$ cat src/rtl/debug_watch_unit.sv
// Data-breakpoint matcher: captures one access per cycle, matches it against
// NUM_BP address/type windows, and holds per-slot hits until the access completes.
module debug_watch_unit #(
  parameter int NUM_BP    = 4,
  parameter int ADDR_W    = 32,
  parameter int ACC_LEN_W = 4
) (
  input  logic                     clk,
  input  logic                     rst_n,
  input  logic [NUM_BP*ADDR_W-1:0] bp_addr,
  input  logic [NUM_BP*2-1:0]      bp_rw,
  input  logic [NUM_BP*3-1:0]      bp_len,
  input  logic [NUM_BP-1:0]        bp_en,
  input  logic                     acc_do,
  input  logic                     acc_write,
  input  logic [ADDR_W-1:0]        acc_address,
  input  logic [ACC_LEN_W-1:0]     acc_length,
  input  logic                     acc_done,
  output logic [NUM_BP-1:0]        hit,
  output logic                     hit_any
);

  logic                 r_cap_valid;
  logic                 r_cap_write;
  logic [ADDR_W-1:0]    r_cap_addr;
  logic [ACC_LEN_W-1:0] r_cap_len;
  logic [NUM_BP-1:0]    r_sticky;

  logic [ADDR_W:0]      w_len_ext;
  logic [ADDR_W:0]      w_sum;
  logic [ADDR_W-1:0]    w_last;
  logic                 w_len_nz;
  logic                 w_wrap;
  logic [NUM_BP-1:0]    w_trig;

  always_ff @(posedge clk or negedge rst_n) begin
    if (!rst_n) begin
      r_cap_valid <= 1'b0;
      r_cap_write <= 1'b0;
      r_cap_addr  <= '0;
      r_cap_len   <= '0;
    end else begin
      r_cap_valid <= acc_do;
      r_cap_write <= acc_write;
      r_cap_addr  <= acc_address;
      r_cap_len   <= acc_length;
    end
  end

  // One extra bit on the end-address add exposes the wrap past the top of memory.
  assign w_len_ext = {{(ADDR_W + 1 - ACC_LEN_W){1'b0}}, r_cap_len};
  assign w_sum     = {1'b0, r_cap_addr} + w_len_ext - {{ADDR_W{1'b0}}, 1'b1};
  assign w_last    = w_sum[ADDR_W-1:0];
  assign w_len_nz  = |r_cap_len;
  assign w_wrap    = w_len_nz & w_sum[ADDR_W];

  for (genvar gi = 0; gi < NUM_BP; gi++) begin : g_slot
    logic [ADDR_W-1:0] w_slot_addr;
    logic [ADDR_W-1:0] w_lo;
    logic [ADDR_W-1:0] w_hi;
    logic [2:0]        w_mask;
    logic [1:0]        w_rw;
    logic              w_type_ok;
    logic              w_overlap;

    assign w_slot_addr = bp_addr[gi*ADDR_W +: ADDR_W];
    assign w_mask      = bp_len[gi*3 +: 3];
    assign w_rw        = bp_rw[gi*2 +: 2];

    // The length mask marks which low slot-address bits are don't-care.
    assign w_lo = {w_slot_addr[ADDR_W-1:3], w_slot_addr[2:0] & ~w_mask};
    assign w_hi = {w_slot_addr[ADDR_W-1:3], w_slot_addr[2:0] |  w_mask};

    assign w_type_ok = (w_rw == 2'b11) || ((w_rw == 2'b01) && r_cap_write);
    assign w_overlap = w_wrap ? ((w_hi >= r_cap_addr) || (w_lo <= w_last))
                              : ((r_cap_addr <= w_hi) && (w_last >= w_lo));

    assign w_trig[gi] = r_cap_valid & bp_en[gi] & w_type_ok & w_len_nz & w_overlap;
  end

  // Completion wins over a same-cycle trigger; the live trigger still shows on hit.
  always_ff @(posedge clk or negedge rst_n) begin
    if (!rst_n) begin
      r_sticky <= '0;
    end else if (acc_done) begin
      r_sticky <= '0;
    end else begin
      r_sticky <= r_sticky | w_trig;
    end
  end

  assign hit     = w_trig | r_sticky;
  assign hit_any = |hit;

endmodule

$ cat config.mk
export PLATFORM = sky130hd
export DESIGN_NAME = debug_watch_unit
export DESIGN_NICKNAME = d
export VERILOG_FILES = /design/src/rtl/debug_watch_unit.sv
export SDC_FILE = /design/constraint.sdc
export NUM_CORES = 1
export LEC_CHECK = 0
export BUFFER_PORTS_ARGS = -buffer_cell sky130_fd_sc_hd__buf_2
export CAP_MARGIN = 20
export CORE_MARGIN = 2
export CORE_UTILIZATION = 35
export CTS_CLUSTER_SIZE = 28
export DETAILED_ROUTE_END_ITERATION = 12
export REMOVE_ABC_BUFFERS = 1
export SYNTH_ARGS = -nofsm -noshare
export SYNTH_HDL_FRONTEND = slang
export SYNTH_SLANG_ARGS = --single-unit
$ cat constraint.sdc
create_clock -name clk -period 6.6 [get_ports clk]
set_input_delay 0 -clock clk [delete_from_list [all_inputs] [get_ports clk]]
set_output_delay 0 -clock clk [all_outputs]
set_load 0.02 [all_outputs]
; ---- Word level (Yosys, flattened, before mapping)
; Cells that the tools add are included.
[word_totals]
register_bits = 42
wordCells = 84
n_memories = 0
rom_bits = 0
inputBits = 193
ram_bits = 0
latchBits = 0
[classes]
eq_ne = 8
order_cmp = 16
mul = 0
n_shift = 0
n_bitwise = 30
div_mod_pow = 0
reduce_logical = 18
addsub = 2
n_mux = 5
[op_table]
columns = operator, count
row1 = 32-bit >= comparator, 8
row2 = 32-bit less-or-equal comparator, 8
row3 = 32-bit by 4-bit adder with 33-bit output, 1
row4 = "33-bit by 1-bit subtractor with 33-bit output, second input constant", 1
row5 = 1-bit AND, 17
row6 = 3-bit AND, 4
row7 = 3-bit NOT, 4
row8 = 3-bit bitwise OR, 4
row9 = "2-bit by 1-bit == test with 1-bit output, second input constant", 4
row10 = "2-bit == test, second input constant", 4
row11 = 1-bit logical AND, 8
row12 = 1-bit logical OR, 8
row13 = 4-bit OR reduction, 2
row14 = 1-bit 2-to-1 mux, 4
row15 = 4-bit 2-to-1 mux, 1
row16 = 4-bit bitwise OR, 1

; ---- Depth between registers and ports, before layout
[logic_depth]
word_depth = 8
depth_mapped = 26

; ---- Worst setup path before layout
; OpenSTA, ideal clock, no wires.
[synth_timing]
kind = register to output
from = register r_cap_addr[1]
to = output port hit_any
n_path_buf = 0
t_required_ps = 6600
slack_ps = 1330
t_arrival_ps = 5270
stages_incl_launch_ff = 26
path_cell_list = dfrtp_1 inv_1 ha_1 inv_1 ha_1 inv_1 fa_1 nor2b_1 o21ai_1 a21oi_1 o41a_1 a21oi_1 o211ai_1 a211o_1 a21oi_1 xnor2_1 ha_1 a21o_1 a21o_1 a21oi_1 o211ai_1 o31ai_1 o31ai_1 a211oi_1 inv_1 or4_1
[synth_between]
elab_chain_cells = 8
word_cells_on_any_way = 37
cone_classes = 2 x add/sub / 16 x order compare / 4 x mux / 6 x bitwise / 9 x reduce/logical
[synth_rtl]
columns = element, line
row1 = "start, declared", 25  ; logic [ADDR_W-1:0] r_cap_addr;
row2 = "start signal, assigned", 45  ; r_cap_addr <= acc_address;
row3 = 32-bit by 4-bit adder with 33-bit output, 52  ; assign w_sum = {1'b0, r_cap_addr} + w_len_ext - {{ADDR_W{1'b0}}, 1'b1};
row4 = 33-bit by 1-bit subtractor with 33-bit output, 52
row5 = 32-bit >= comparator or 32-bit less-or-equal comparator (tied branches), "76, 75"
row6 = 1-bit logical AND or 1-bit logical OR (tied branches), "76, 75"
row7 = 1-bit 2-to-1 mux (*), 75  ; assign w_overlap = w_wrap ? ((w_hi >= r_cap_addr) || (w_lo <= w_last))
row8 = 1-bit AND (*), 78  ; assign w_trig[gi] = r_cap_valid & bp_en[gi] & w_type_ok & w_len_nz & w_overlap;
row9 = 4-bit bitwise OR (*), 92  ; assign hit = w_trig | r_sticky;
row10 = named net hit[2], 19  ; output logic [NUM_BP-1:0] hit,
row11 = 4-bit OR reduction (*), 93  ; assign hit_any = |hit;
row12 = "end, declared", 20  ; output logic hit_any
; Mark *: on every way through the listed nets, which the timed path passes. The rest lies on a longest branch.

; ---- Worst setup path in the final report
[layout_timing]
from = register r_cap_addr[1]
to = output port hit_any
[layout_between]
elab_chain_cells = 8
word_cells_on_any_way = 37
cone_classes = 2 x add/sub / 16 x order compare / 4 x mux / 6 x bitwise / 9 x reduce/logical
[layout_rtl]
columns = element, line
row1 = 32-bit by 4-bit adder with 33-bit output, 52
row2 = 33-bit by 1-bit subtractor with 33-bit output, 52
row3 = 32-bit >= comparator or 32-bit less-or-equal comparator (tied branches), "76, 75"
row4 = 1-bit logical AND or 1-bit logical OR (tied branches), "76, 75"
row5 = 1-bit 2-to-1 mux, 75
row6 = 1-bit AND, 78
row7 = 4-bit bitwise OR (*), 92
row8 = 4-bit OR reduction (*), 93
; Mark *: on every way between the ends. The rest lies on a longest branch, timed or not.

==> flow_summary_export.csv <==
group,metric,value,unit
timing,setup_slack,0.389,ns
global_routing,gr-usage-all-layers,22.3,%
critical_path,r2r_cells,24,
synthesis,synth-seq-area-share,11.8,%
clock_network,clk_pin_slew,0.08,ns
routing,num_vias,8777,
place,gp_congestion,0.933,
clock_network,cts_tree,"done",
layout,syn2layout_area_growth,22.7,%
global_routing,antenna_found_initial,0,
layout,final_cell_mix,"ha_1 (291), buf_2 (197), inv_1 (173)",
global_routing,grt_pass1_wl,45.7,mm
layout,layout_commonest_cell,"ha_1",
critical_path,reg2reg_from,"r_cap_addr[1]",
routing,ant_nets,0,
layout,n_fill_cell,2581,
synthesis,synth_area_leaders,"ha_1 (41%), dfrtp_1 (12%), inv_1 (7.3%), a21o_1 (6.6%), a21oi_1 (5.6%)",
synthesis,syn_avg_cell_area,8.23,µm²
power_and_ir_drop,p_per_area,145,nW/µm²
critical_path,cp.depth,25,
die,num_rows,58,
critical_path,slowest_delay,0.47,ns
synthesis,synthFlopType,"dfrtp_1",
synthesis,synth.top_cell.area_share,40.8,%
place,hpwl,25.7,mm
die,die_width,164,µm
critical_path,cp-start-kind,"flip-flop",
critical_path,worstPathArrival,6.21,ns
timing,timing.final.hold_violations,0,
routing,vias_per_cell,5.29,
layout,layout-drive-gt1-share,17.5,%
place,portBuffers,197,
min_path,min_path_cells,4,
clock_network,clock-sinks,42,
synthesis,synthDistinctLibCells,56,
timing,min_period_over_period,94.1,%
critical_path,worst-path-max-fanout,5,
critical_path,crit_required,6.60,ns
critical_path,ff2ff_setup_slack,1.07,ns
routing,drc_errors,0,
min_path,min_path_type,"input port to flip-flop",
layout,multi_input_area,7280,µm²
status,status,"complete, no violations",
critical_path,critPathBufInv,4,
die,core,25100,µm²
synthesis,yosysWarnings,0,
clock_network,clk_latency,0.32,ns
clock_network,cts_buffer_depth,2,
timing,min_period,6.21,ns
timing,timing.hold.ws,0.195,ns
clock_network,cts_buffers,5,
min_path,hp-start,"bp_rw[2]",
synthesis,yosysTopAreaCell,"ha_1",
layout,final_nets,1814,
critical_path,crit_family,"compound AO/OA/AOI/OAI gates",
layout,regArea,1050,µm²
flow_run,drv_cap,0,
timing,setup_tns,0,ns
critical_path,regToRegEndpoint,"r_sticky[3]",
die,initial_core_util,35.5,%
critical_path,slowest_stage,"o211ai_1",
timing,slew_viol_final,0,
timing,max_freq,161,MHz
die,dieArea,26800,µm²
global_routing,grt_max_degree,43,
die,boundaryPins,198,
synthesis,async_flop_share,100,%
timing,rsz0062_at_grt,"false",
clock_network,root_buffer,"clkbuf_16",
critical_path,end_kind,"primary output",
routing,dr.pass1.iters,4,
routing,drtIter0Drc,447,
synthesis,ys_ff_latch,42,
power_and_ir_drop,power_leakage,6.22,nW
routing,routedWlPerCell,18.0,µm
global_routing,grt_pass1_vias,8707,
place,pre_cts_ws,0.489,ns
synthesis,synth_edf_count,0,
timing,clock_skew,0.00706,ns
timing,worstMarginPinSlew,0.727,ns
timing,slew_headroom,50.9,%
power_and_ir_drop,peakVddDrop,0.0973,mV
die,die_y,164,µm
synthesis,synthCells,1085,
min_path,min_to,"r_sticky[1]",
global_routing,grt-ovfl-total,0,
critical_path,path_class,"flip-flop to primary output",
clock_network,cts.htree.levels,2,
timing,setup_viol,0,
layout,diodes,0,
synthesis,synth_area,8920,µm²
routing,wl,29.8,mm
==> stage by stage <==
step,area [µm²],std cells,power (W),util [%]
2_1_floorplan,8910,1082,0.000940,-
3_3_place_gp,10300,1610,0.00124,41.1
3_5_place_dp,10300,1610,0.00125,41.1
4_1_cts,10900,1658,0.00157,43.3
5_1_grt,11000,1660,0.00173,43.6
6_report,11000,1660,0.00159,43.6
==> sequential cells by signal (all words and copies together), names as in the netlist <==
register and cells:
r_cap_addr 32, r_cap_len 4, r_cap_valid 1, r_cap_write 1, r_sticky 4
==> layout make-up <==
| cell class | count | area share (%) |
|---|---|---|
| multi-input cells | 867 | 66.4 |
| repair buffers | 240 | 12.9 |
| flip-flops and latches | 42 | 9.59 |
| inverters | 173 | 5.93 |
| well taps | 330 | 3.77 |
| clock buffers | 5 | 1.14 |
| clock inverters | 3 | 0.263 |
==> layer usage <==
metal  vias to the layer above  wire [µm]  global-route usage, %
met5                         -          0                      0
met2                       216      14200                   39.2
met3                        49       1430                   2.56
li1                       4479          -                      -
met1                      4033      13200                   28.0
met4                         0        927                   7.70
==> synthesized netlist by cell type (3+ instances only) <==
cell         n
o21ai_1      6
dfrtp_1     42
and3_1       3
nor2_1      51
or2_2        6
a21o_1      79
nor3_1      14
clkbuf_1     3
nand4_1     48
ha_1       291
o21a_1       7
xor2_1       7
a211o_1      6
a31oi_1      4
o211ai_1     8
and4_1       5
a2111oi_0    7
a211oi_1    17
inv_1      173
a21oi_1    100
nand2_1     38
o31ai_1      3
nor4_1       6
o21ai_0     45
xnor2_1     20
o21bai_1     8
nand2b_1    17
nand3_1     14
o2111ai_1    5
nor2b_1     17
==> timing repair <==
action | in CTS | in global routing
resized for setup | 0 | 12
endpoints found under the hold margin | 84 | 0
endpoints found under the setup margin | 0 | 1
setup buffers | 0 | 2
hold buffers | 40 | 0
==> how the worst max path moves through the flow <==
stage	start	end
after floorplan	r_cap_addr[1]	hit_any
after global placement	r_cap_addr[1]	hit_any
after detailed placement	r_cap_addr[1]	hit_any
after CTS	r_cap_addr[1]	hit_any
after global routing	r_cap_addr[1]	hit_any
final	r_cap_addr[1]	hit_any
==> where the power goes <==
| part | internal, W | total [W] | switching [W] | leakage, nW |
|---|---|---|---|---|
| Clock | 0.000146 | 0.000294 | 0.000148 | 0.0763 |
| Combinational | 0.000432 | 0.000997 | 0.000565 | 5.64 |
| Sequential | 0.000270 | 0.000297 | 0.0000270 | 0.498 |
| Total | 0.000848 | 0.00159 | 0.000740 | 6.22 |
==> worst reg2reg max path: cells and delay by family, from the launching register on <==
| kind | cells | cell delay [ns] |
|---|---|---|
| xor gates and xnor gates | 1 | 0.31 |
| buffers and inverters | 3 | 0.20 |
| adders and majority gates | 4 | 1.20 |
| and+or+nand+nor | 4 | 0.72 |
| DFF | 1 | 0.43 |
| AOI/OAI and AO/OA | 12 | 2.57 |
==> cells by family after synthesis <==
family	after synthesis	share of synthesized area (%)
simple gates	229	13.5
compound gates	317	23.4
fa+ha+maj	293	41.1
flops	42	11.8
xor+xnor	28	2.83
buf+inv	176	7.40
Power figures use the tool's default switching activity.
